File: src/rtl/multicycle_pkg.sv
// Shared types and constants for the multicycle LEGv8 control path.
// States, instruction classes, opcodes and datapath select encodings.
package multicycle_pkg;

  typedef enum logic [3:0] {
    S_FETCH   = 4'd0,
    S_DECODE  = 4'd1,
    S_MEMADR  = 4'd2,
    S_MEMRD   = 4'd3,
    S_MEMWB   = 4'd4,
    S_MEMWR   = 4'd5,
    S_EXECUTE = 4'd6,
    S_ALUWB   = 4'd7,
    S_BRANCH  = 4'd8,
    S_JUMP    = 4'd9,
    S_HALT    = 4'd10
  } state_t;

  typedef enum logic [2:0] {
    C_LDUR,
    C_STUR,
    C_RTYPE,
    C_CBZ,
    C_B,
    C_ILLEGAL
  } iclass_t;

  localparam logic [10:0] OP_LDUR = 11'b11111000010;
  localparam logic [10:0] OP_STUR = 11'b11111000000;
  localparam logic [10:0] OP_ADD  = 11'b10001011000;
  localparam logic [10:0] OP_SUB  = 11'b11001011000;
  localparam logic [10:0] OP_AND  = 11'b10001010000;
  localparam logic [10:0] OP_ORR  = 11'b10101010000;
  localparam logic [7:0]  OP_CBZ  = 8'b10110100;
  localparam logic [5:0]  OP_B    = 6'b000101;

  localparam logic [3:0] ALU_AND  = 4'b0000;
  localparam logic [3:0] ALU_ORR  = 4'b0001;
  localparam logic [3:0] ALU_ADD  = 4'b0010;
  localparam logic [3:0] ALU_SUB  = 4'b0110;
  localparam logic [3:0] ALU_PASS = 4'b0111;

  localparam logic [1:0] SRCB_REG  = 2'b00;
  localparam logic [1:0] SRCB_FOUR = 2'b01;
  localparam logic [1:0] SRCB_IMM  = 2'b10;
  localparam logic [1:0] SRCB_IMM4 = 2'b11;

  localparam logic [1:0] RES_ALUOUT = 2'b00;
  localparam logic [1:0] RES_MEM    = 2'b01;
  localparam logic [1:0] RES_ALU    = 2'b10;

endpackage

File: src/rtl/multicycle_controller_opdecoder.sv
// Opcode to instruction class and R-type ALU operation.
// Shared by the single-cycle and multicycle control paths.
module opdecoder
  import multicycle_pkg::*;
(
  input  logic [10:0] op,
  output iclass_t     iclass,
  output logic [3:0]  alu_ctl
);

  always_comb begin
    iclass  = C_ILLEGAL;
    alu_ctl = ALU_ADD;
    unique case (1'b1)
      (op == OP_LDUR): iclass = C_LDUR;
      (op == OP_STUR): iclass = C_STUR;
      (op == OP_ADD): begin
        iclass  = C_RTYPE;
        alu_ctl = ALU_ADD;
      end
      (op == OP_SUB): begin
        iclass  = C_RTYPE;
        alu_ctl = ALU_SUB;
      end
      (op == OP_AND): begin
        iclass  = C_RTYPE;
        alu_ctl = ALU_AND;
      end
      (op == OP_ORR): begin
        iclass  = C_RTYPE;
        alu_ctl = ALU_ORR;
      end
      (op[10:3] == OP_CBZ): iclass = C_CBZ;
      (op[10:5] == OP_B):   iclass = C_B;
      default: iclass = C_ILLEGAL;
    endcase
  end

endmodule

File: src/rtl/multicycle_controller.sv
// Control FSM for the multicycle LEGv8 core: sequences PC, IR,
// operand latches and ALUOut over a shared instruction/data memory.
module multicycle_controller
  import multicycle_pkg::*;
#(
  parameter int CNT_W = 32
) (
  input  logic             clk,
  input  logic             reset,
  input  logic [10:0]      op,
  input  logic             zero,
  input  logic             mem_ready,
  output logic             pc_write,
  output logic             ir_write,
  output logic             adr_src,
  output logic             mem_read,
  output logic             mem_write,
  output logic             reg_write,
  output logic             reg2loc,
  output logic             alu_src_a,
  output logic [1:0]       alu_src_b,
  output logic [3:0]       alu_control,
  output logic [1:0]       result_src,
  output logic             illegal,
  output logic [CNT_W-1:0] retired,
  output logic [3:0]       state_o
);

  state_t     state;
  state_t     nxt;
  iclass_t    cls;
  logic [3:0] rtype_alu;
  logic       retire;

  opdecoder u_dec (
    .op      (op),
    .iclass  (cls),
    .alu_ctl (rtype_alu)
  );

  always_comb begin
    nxt = S_FETCH;
    case (state)
      S_FETCH:  nxt = mem_ready ? S_DECODE : S_FETCH;
      S_DECODE: begin
        case (cls)
          C_LDUR, C_STUR: nxt = S_MEMADR;
          C_RTYPE:        nxt = S_EXECUTE;
          C_CBZ:          nxt = S_BRANCH;
          C_B:            nxt = S_JUMP;
          default:        nxt = S_HALT;
        endcase
      end
      S_MEMADR: begin
        if (cls == C_STUR)      nxt = S_MEMWR;
        else if (cls == C_LDUR) nxt = S_MEMRD;
        else                    nxt = S_FETCH;
      end
      S_MEMRD:   nxt = mem_ready ? S_MEMWB : S_MEMRD;
      S_MEMWB:   nxt = S_FETCH;
      S_MEMWR:   nxt = mem_ready ? S_FETCH : S_MEMWR;
      S_EXECUTE: nxt = S_ALUWB;
      S_ALUWB:   nxt = S_FETCH;
      S_BRANCH:  nxt = S_FETCH;
      S_JUMP:    nxt = S_FETCH;
      S_HALT:    nxt = S_HALT;
      default:   nxt = S_FETCH;
    endcase
  end

  // A store retires only on the cycle its write is accepted
  assign retire = (state == S_MEMWB) || (state == S_ALUWB) ||
                  (state == S_BRANCH) || (state == S_JUMP) ||
                  ((state == S_MEMWR) && mem_ready);

  always_ff @(posedge clk or negedge reset) begin
    if (!reset) begin
      state   <= S_FETCH;
      illegal <= 1'b0;
      retired <= '0;
    end else begin
      state <= nxt;
      if (nxt == S_HALT) illegal <= 1'b1;
      if (retire) retired <= retired + CNT_W'(1);
    end
  end

  // Outputs are forced low while reset is held, not just after an edge
  always_comb begin
    pc_write    = 1'b0;
    ir_write    = 1'b0;
    adr_src     = 1'b0;
    mem_read    = 1'b0;
    mem_write   = 1'b0;
    reg_write   = 1'b0;
    alu_src_a   = 1'b0;
    alu_src_b   = SRCB_REG;
    alu_control = ALU_AND;
    result_src  = RES_ALUOUT;
    if (reset) begin
      case (state)
        S_FETCH: begin
          mem_read    = 1'b1;
          alu_src_b   = SRCB_FOUR;
          alu_control = ALU_ADD;
          result_src  = RES_ALU;
          ir_write    = mem_ready;
          pc_write    = mem_ready;
        end
        S_DECODE: begin
          alu_src_b   = SRCB_IMM4;
          alu_control = ALU_ADD;
        end
        S_MEMADR: begin
          alu_src_a   = 1'b1;
          alu_src_b   = SRCB_IMM;
          alu_control = ALU_ADD;
        end
        S_MEMRD: begin
          adr_src  = 1'b1;
          mem_read = 1'b1;
        end
        S_MEMWB: begin
          result_src = RES_MEM;
          reg_write  = 1'b1;
        end
        S_MEMWR: begin
          adr_src   = 1'b1;
          mem_write = 1'b1;
        end
        S_EXECUTE: begin
          alu_src_a   = 1'b1;
          alu_control = rtype_alu;
        end
        S_ALUWB: reg_write = 1'b1;
        S_BRANCH: begin
          alu_src_a   = 1'b1;
          alu_control = ALU_PASS;
          pc_write    = zero;
        end
        S_JUMP:  pc_write = 1'b1;
        default: ;
      endcase
    end
  end

  assign reg2loc = reset && ((cls == C_STUR) || (cls == C_CBZ)) &&
                   (state != S_FETCH) && (state != S_HALT);

  assign state_o = state;

endmodule

File: config.mk
export PLATFORM = sky130hd
export DESIGN_NAME = multicycle_controller
export DESIGN_NICKNAME = d
export VERILOG_FILES = /design/src/rtl/multicycle_pkg.sv /design/src/rtl/multicycle_controller_opdecoder.sv /design/src/rtl/multicycle_controller.sv
export SDC_FILE = /design/constraint.sdc
export NUM_CORES = 1
export LEC_CHECK = 0
export CORE_ASPECT_RATIO = 1.5
export CORE_MARGIN = 5
export CORE_UTILIZATION = 71
export CTS_BUF_LIST = sky130_fd_sc_hd__clkbuf_4
export CTS_CLUSTER_SIZE = 10
export DETAILED_ROUTE_END_ITERATION = 16
export DONT_BUFFER_PORTS = 1
export GPL_TIMING_DRIVEN = 0
export PLACE_DENSITY = 0.93
export SYNTH_ARGS = -nofsm -noshare
export SYNTH_HDL_FRONTEND = slang
export SYNTH_SLANG_ARGS = --single-unit
File: constraint.sdc
create_clock -name clk -period 6.2 [get_ports clk]
set_clock_uncertainty 0.05 [all_clocks]
set_input_delay 0.62 -clock clk [delete_from_list [all_inputs] [get_ports clk]]
set_output_delay 0.62 -clock clk [all_outputs]
set_load 0.05 [all_outputs]
Word level (Yosys, flattened, before mapping)
Index checks and enable logic that the tools add are counted.

$add $sub $neg: 1. Equal/unequal tests: 24. Mux-type cells: 29. Reductions and logical operators: 19.

Operators with widths (count): == test 11 bit, second input constant (6); adder 32 x 1 -> 32 bit, second input constant (1); case mux 4 bit (7 select lines) (1); == test 4 x 3 -> 1 bit, second input constant (4); == test 4 bit, second input constant (4); case mux 4 bit (4 select lines) (1); case mux 3 bit (5 select lines) (1); 2-to-1 mux 1 bit (14); case mux 4 bit (3 select lines) (1); 2-to-1 mux 3 bit (3); case mux 3 bit (3 select lines) (1); == test 4 x 2 -> 1 bit, second input constant (2); == test 8 bit, second input constant (1); OR reduction 2 bit (4); == test 3 x 2 -> 1 bit, second input constant (2); == test 6 x 3 -> 1 bit, second input constant (1); 2-to-1 mux 2 bit (3); case mux 2 bit (3 select lines) (1); OR reduction 3 bit (2); logical OR 1 bit (5); == test 4 x 1 -> 1 bit, second input constant (1); logical AND 1 bit (4); logical NOT 4 bit (1); 2-to-1 mux 4 bit (1); other kinds (8) (8).

Register bits after elaboration: 37. Input bits: 15. Output and inout port bits: 53. Logic and storage cells: 76.

Logic depth before layout (Yosys ltp)
Depth in word-level cells: 8. Depth in mapped cells: 6. Mapped depth without buffers: 5.

Modules after synthesis
From an unflattened synthesis, not the netlist that was laid out.

Cells, all modules: 242. Area total of the unflattened synthesis: 2264.7 um^2.

By module, submodules not included: multicycle_controller (times used 1, cells an instance 218, area an instance 2083.2 um^2, sequential area each 925.9 um^2); opdecoder (times used 1, cells an instance 24, area an instance 181.4 um^2, sequential area each 0.0 um^2).

Least setup slack after synthesis
No wires, ideal clock.

Path type: flip-flop to output port. Start point: register state[3] (netlist: state_o[3]). End point: output port ir_write. Arrival: 2793 ps. Data required time: 5530 ps. Setup slack: 2737 ps. Stages on the path, launching flop included: 6. Path buffers: 1. Cells stage by stage: dfrtp_1 -> clkbuf_1 -> nor2_1 -> nand2_1 -> nor3_1 -> and2_1.

Cells in the longest elaborated chain, start to end: 3.

RTL lines: start: declaration (line multicycle_controller.sv:29) `state_t state;`; start signal: assignment (line multicycle_controller.sv:82) `state <= nxt;`; logical NOT 4 bit (line multicycle_controller.sv:101) `case (state)`; 2-to-1 mux 1 bit (line multicycle_controller.sv:101); 2-to-1 mux 1 bit (line multicycle_controller.sv:100) `if (reset) begin`; end: declaration (line multicycle_controller.sv:14) `output logic ir_write,`.

Every way passes these cells.

Final worst setup path
Start point: register state[2] (netlist: state_o[2]). End point: output port alu_control[0].

Cells in the longest elaborated chain, start to end: 4. Elaborated cells between the ends (all ways): 8. Those cells by class: eq/ne: 4; mux: 2; reduce/logical: 2.

RTL lines: == test 4 x 2 -> 1 bit (tied with other cells) (line multicycle_controller.sv:101); OR reduction 3 bit (no source line); case mux 4 bit (3 select lines) (*) (line multicycle_controller.sv:101); 2-to-1 mux 4 bit (*) (line multicycle_controller.sv:100); end: declaration (line multicycle_controller.sv:22) `output logic [3:0] alu_control,`.

Every way passes the cells marked *; elsewhere a longest branch is shown, timed or not.

==> impl_metrics.tcl <==
set metrics [dict create \
    antenna_found_initial 0 \
    maxSlewHeadroom 0.0389 \
    yosys_most_used_dff "dfrtp_1" \
    netlist_area_um2 2140 \
    grt_first_pass_wirelength_um 7980 \
    design_area_um2 2280 \
    worstPathArrival_ns 3.09 \
    synthArstFlopShare 1.00 \
    netlist-cell-type-count 42 \
    num-nets-final 255 \
    finalPower_mw 0.888 \
    antenna_left 0 \
    cts-buffers-inserted 5 \
    synth_edf_count 0 \
    first_iter_violations 68 \
    vias 1792 \
    path_clk_slew_ns 0.12 \
    setup_ws_ns 2.44 \
    multi_input_area_um2 1160 \
    fin_tns_setup_ns 0 \
    critical_path.cell_chain "nor2b_1 -> nand4_1 -> or4b_2 -> a21oi_1" \
    irDropWorstVdd_mv 0.309 \
    die_h_um 77.2 \
    syn_inst 229 \
    core_area_um2 2910 \
    status "finished clean" \
    grt_pass1_vias 1838 \
    powerDensity_nw_per_um2 389 \
    worstPathMaxFanout 7 \
    post-cts-setup-buffer-count 0 \
    wirelength_um 5040 \
    maxCapViolCount 0 \
    fillers 219 \
    regArea_um2 926 \
    fin_crit_ns 3.76 \
    clock_sinks 37 \
    die_area_um2 4230 \
    setup_violations 0 \
    timing.critical_path.from_type "flip-flop" \
    pre_cts_ws_ns 2.48 \
    period_share 0.606 \
    cts_tree "yes" \
    max_stage_delay_ns 0.84 \
    die_w_um 54.8 \
    syn_nets 245 \
    area_growth_pct 6.79 \
    rsz0062_at_grt "false" \
    gp_congestion 0.826 \
    crit_required_ns 5.53 \
    final_core_util 0.784 \
    clkLatencyLatePin_ns 0.35 \
    slew_violations 0 \
    synthesis.area_per_instance_um2 9.33 \
    start_util 0.734 \
    tightest_slew_ns 1.43 \
    synth_seq_cells 37 \
    path_class "reg2out" \
    clock-root-buffer "clkbuf_4" \
    row_count 24 \
    h-tree-depth 2 \
    ys_warn_count 0 \
    yosysSeqAreaShare 0.433 \
    hpwl_um 3810 \
    hold_violations 0 \
    hp-class "in2async" \
    grt_start_max_net_pins 38 \
    place_area_um2 2200 \
    cpMaxStageDelayCell "a21oi_1" \
    dr.pass1.iters 4 \
    overflow 0 \
    ctsLongestPathBuffers 2 \
    drcViolationCount 0 \
    reg2reg_slack_ns 3.59 \
    fmax_ghz 0.266 \
    pin_count 68 \
    io_buffers 0 \
    power.leakage_nw 0.856 \
    diodes 0 \
    crit_path_end_kind "primary output" \
    drive_gt1_frac 0.0917 \
    post_cts_resized 0 \
    rr_worst_depth 6 \
    grt.total_usage 0.254 \
    vias_per_cell 6.42 \
    detail_route.wl_per_cell_um 18.0 \
]
-- state kept, by name, indices dropped and copies added (netlist names) --
register / cells
illegal: 1
retired: 32
state_o: 4
-- power by group --
part	internal, mW	switching [mW]	total (mW)
registers	0.271	0.158	0.428
clock network	0.0476	0.0776	0.125
logic	0.0960	0.238	0.335
-- timing repair --
item	in CTS	in global routing
hold endpoints to repair	37	0
setup endpoints to repair	0	0
hold buffers	1	0
-- per-stage QoR --
step	instances	hold slack (ns)
after floorplan	229	0.274
after global placement	268	0.276
after detailed placement	270	0.276
after CTS	279	0.0247
after global routing	279	0.0235
final	279	0.0334
-- layer usage --
metal,share of wire,global-route usage,vias up
met2,0.53,0.418,78
met1,0.36,0.281,863
met5,0,0,-
met3,0.081,0.0620,13
li1,-,-,838
met4,0.024,0.142,0
-- cell usage in the layout (no fill, tap or decap), types with 4 or more instances in the layout --
| cell type | Yosys | layout |
|---|---|---|
| o21ai_0 | 6 | 6 |
| nand4_1 | 15 | 15 |
| nor2b_1 | 4 | 4 |
| nor3_2 | 3 | 5 |
| nor4_1 | 5 | 5 |
| clkbuf_4 | 0 | 6 |
| nor2_1 | 16 | 16 |
| nand2_1 | 25 | 25 |
| nor3_1 | 10 | 8 |
| a21oi_1 | 9 | 9 |
| nand3_1 | 10 | 10 |
| and3_1 | 5 | 5 |
| clkbuf_1 | 6 | 6 |
| xnor2_1 | 15 | 15 |
| nand2b_1 | 5 | 5 |
| inv_1 | 6 | 6 |
| xor2_1 | 17 | 17 |
| dfrtp_1 | 37 | 37 |
-- worst max-delay path: cells and delay by family (launching register included) --
kind | cells | cell delay [ns]
AOI/OAI and AO/OA | 1 | 0.84
DFF | 1 | 0.74
and+or+nand+nor | 3 | 1.17
-- cell type report --
class / count / area share
Multi-Input combinational cell: 178 / 0.509
Sequential cell: 37 / 0.406
Tap cell: 39 / 0.0214
Clock buffer: 6 / 0.0197
Buffer: 8 / 0.0164
Timing Repair Buffer: 3 / 0.0137
Inverter: 6 / 0.00987
Clock inverter: 2 / 0.00439
-- worst paths after layout --
path	startpoint	to
worst max register to register	state_o[0]$_DFF_PN0_	retired[27]$_DFFE_PN0P_
worst max-delay path	state_o[2]$_DFF_PN0_	alu_control[0]
worst min-delay path	reset	retired[5]$_DFFE_PN0P_
min in group clk	mem_ready	state_o[2]$_DFF_PN0_
max in group asynchronous	reset	retired[26]$_DFFE_PN0P_
worst min register to register	illegal$_DFFE_PN0N_	illegal$_DFFE_PN0N_
-- cell families (layout without fill, tap and decap cells) --
family / count (synthesis) / in the layout / synth area share
mux: 2 / 2 / 0.00995
simple gates: 112 / 112 / 0.300
compound gates: 30 / 30 / 0.0902
flops: 37 / 37 / 0.433
fa+ha+maj: 1 / 1 / 0.00585
other cells: 1 / 1 / 0.00175
buf+inv: 14 / 25 / 0.0281
xor+xnor: 32 / 32 / 0.131
-- Yosys cell counts, types with 2 or more instances --
cell type,number,share of area
a21o_1,2,0.0070
a21oi_1,9,0.021
a31oi_1,2,0.0059
and3_1,5,0.015
and4_1,3,0.012
buf_4,2,0.0070
clkbuf_1,6,0.011
dfrtp_1,37,0.43
inv_1,6,0.011
nand2_1,25,0.044
nand2b_1,5,0.015
nand3_1,10,0.023
nand4_1,15,0.044
nor2_1,16,0.028
nor2b_1,4,0.012
nor3_1,10,0.023
nor3_2,3,0.014
nor4_1,5,0.015
nor4bb_1,2,0.0094
o21a_1,2,0.0070
o21ai_0,6,0.014
o22ai_1,3,0.0088
o32a_1,2,0.0094
xnor2_1,15,0.061
xor2_1,17,0.070
Note: power is estimated with default switching activity, not from simulation.
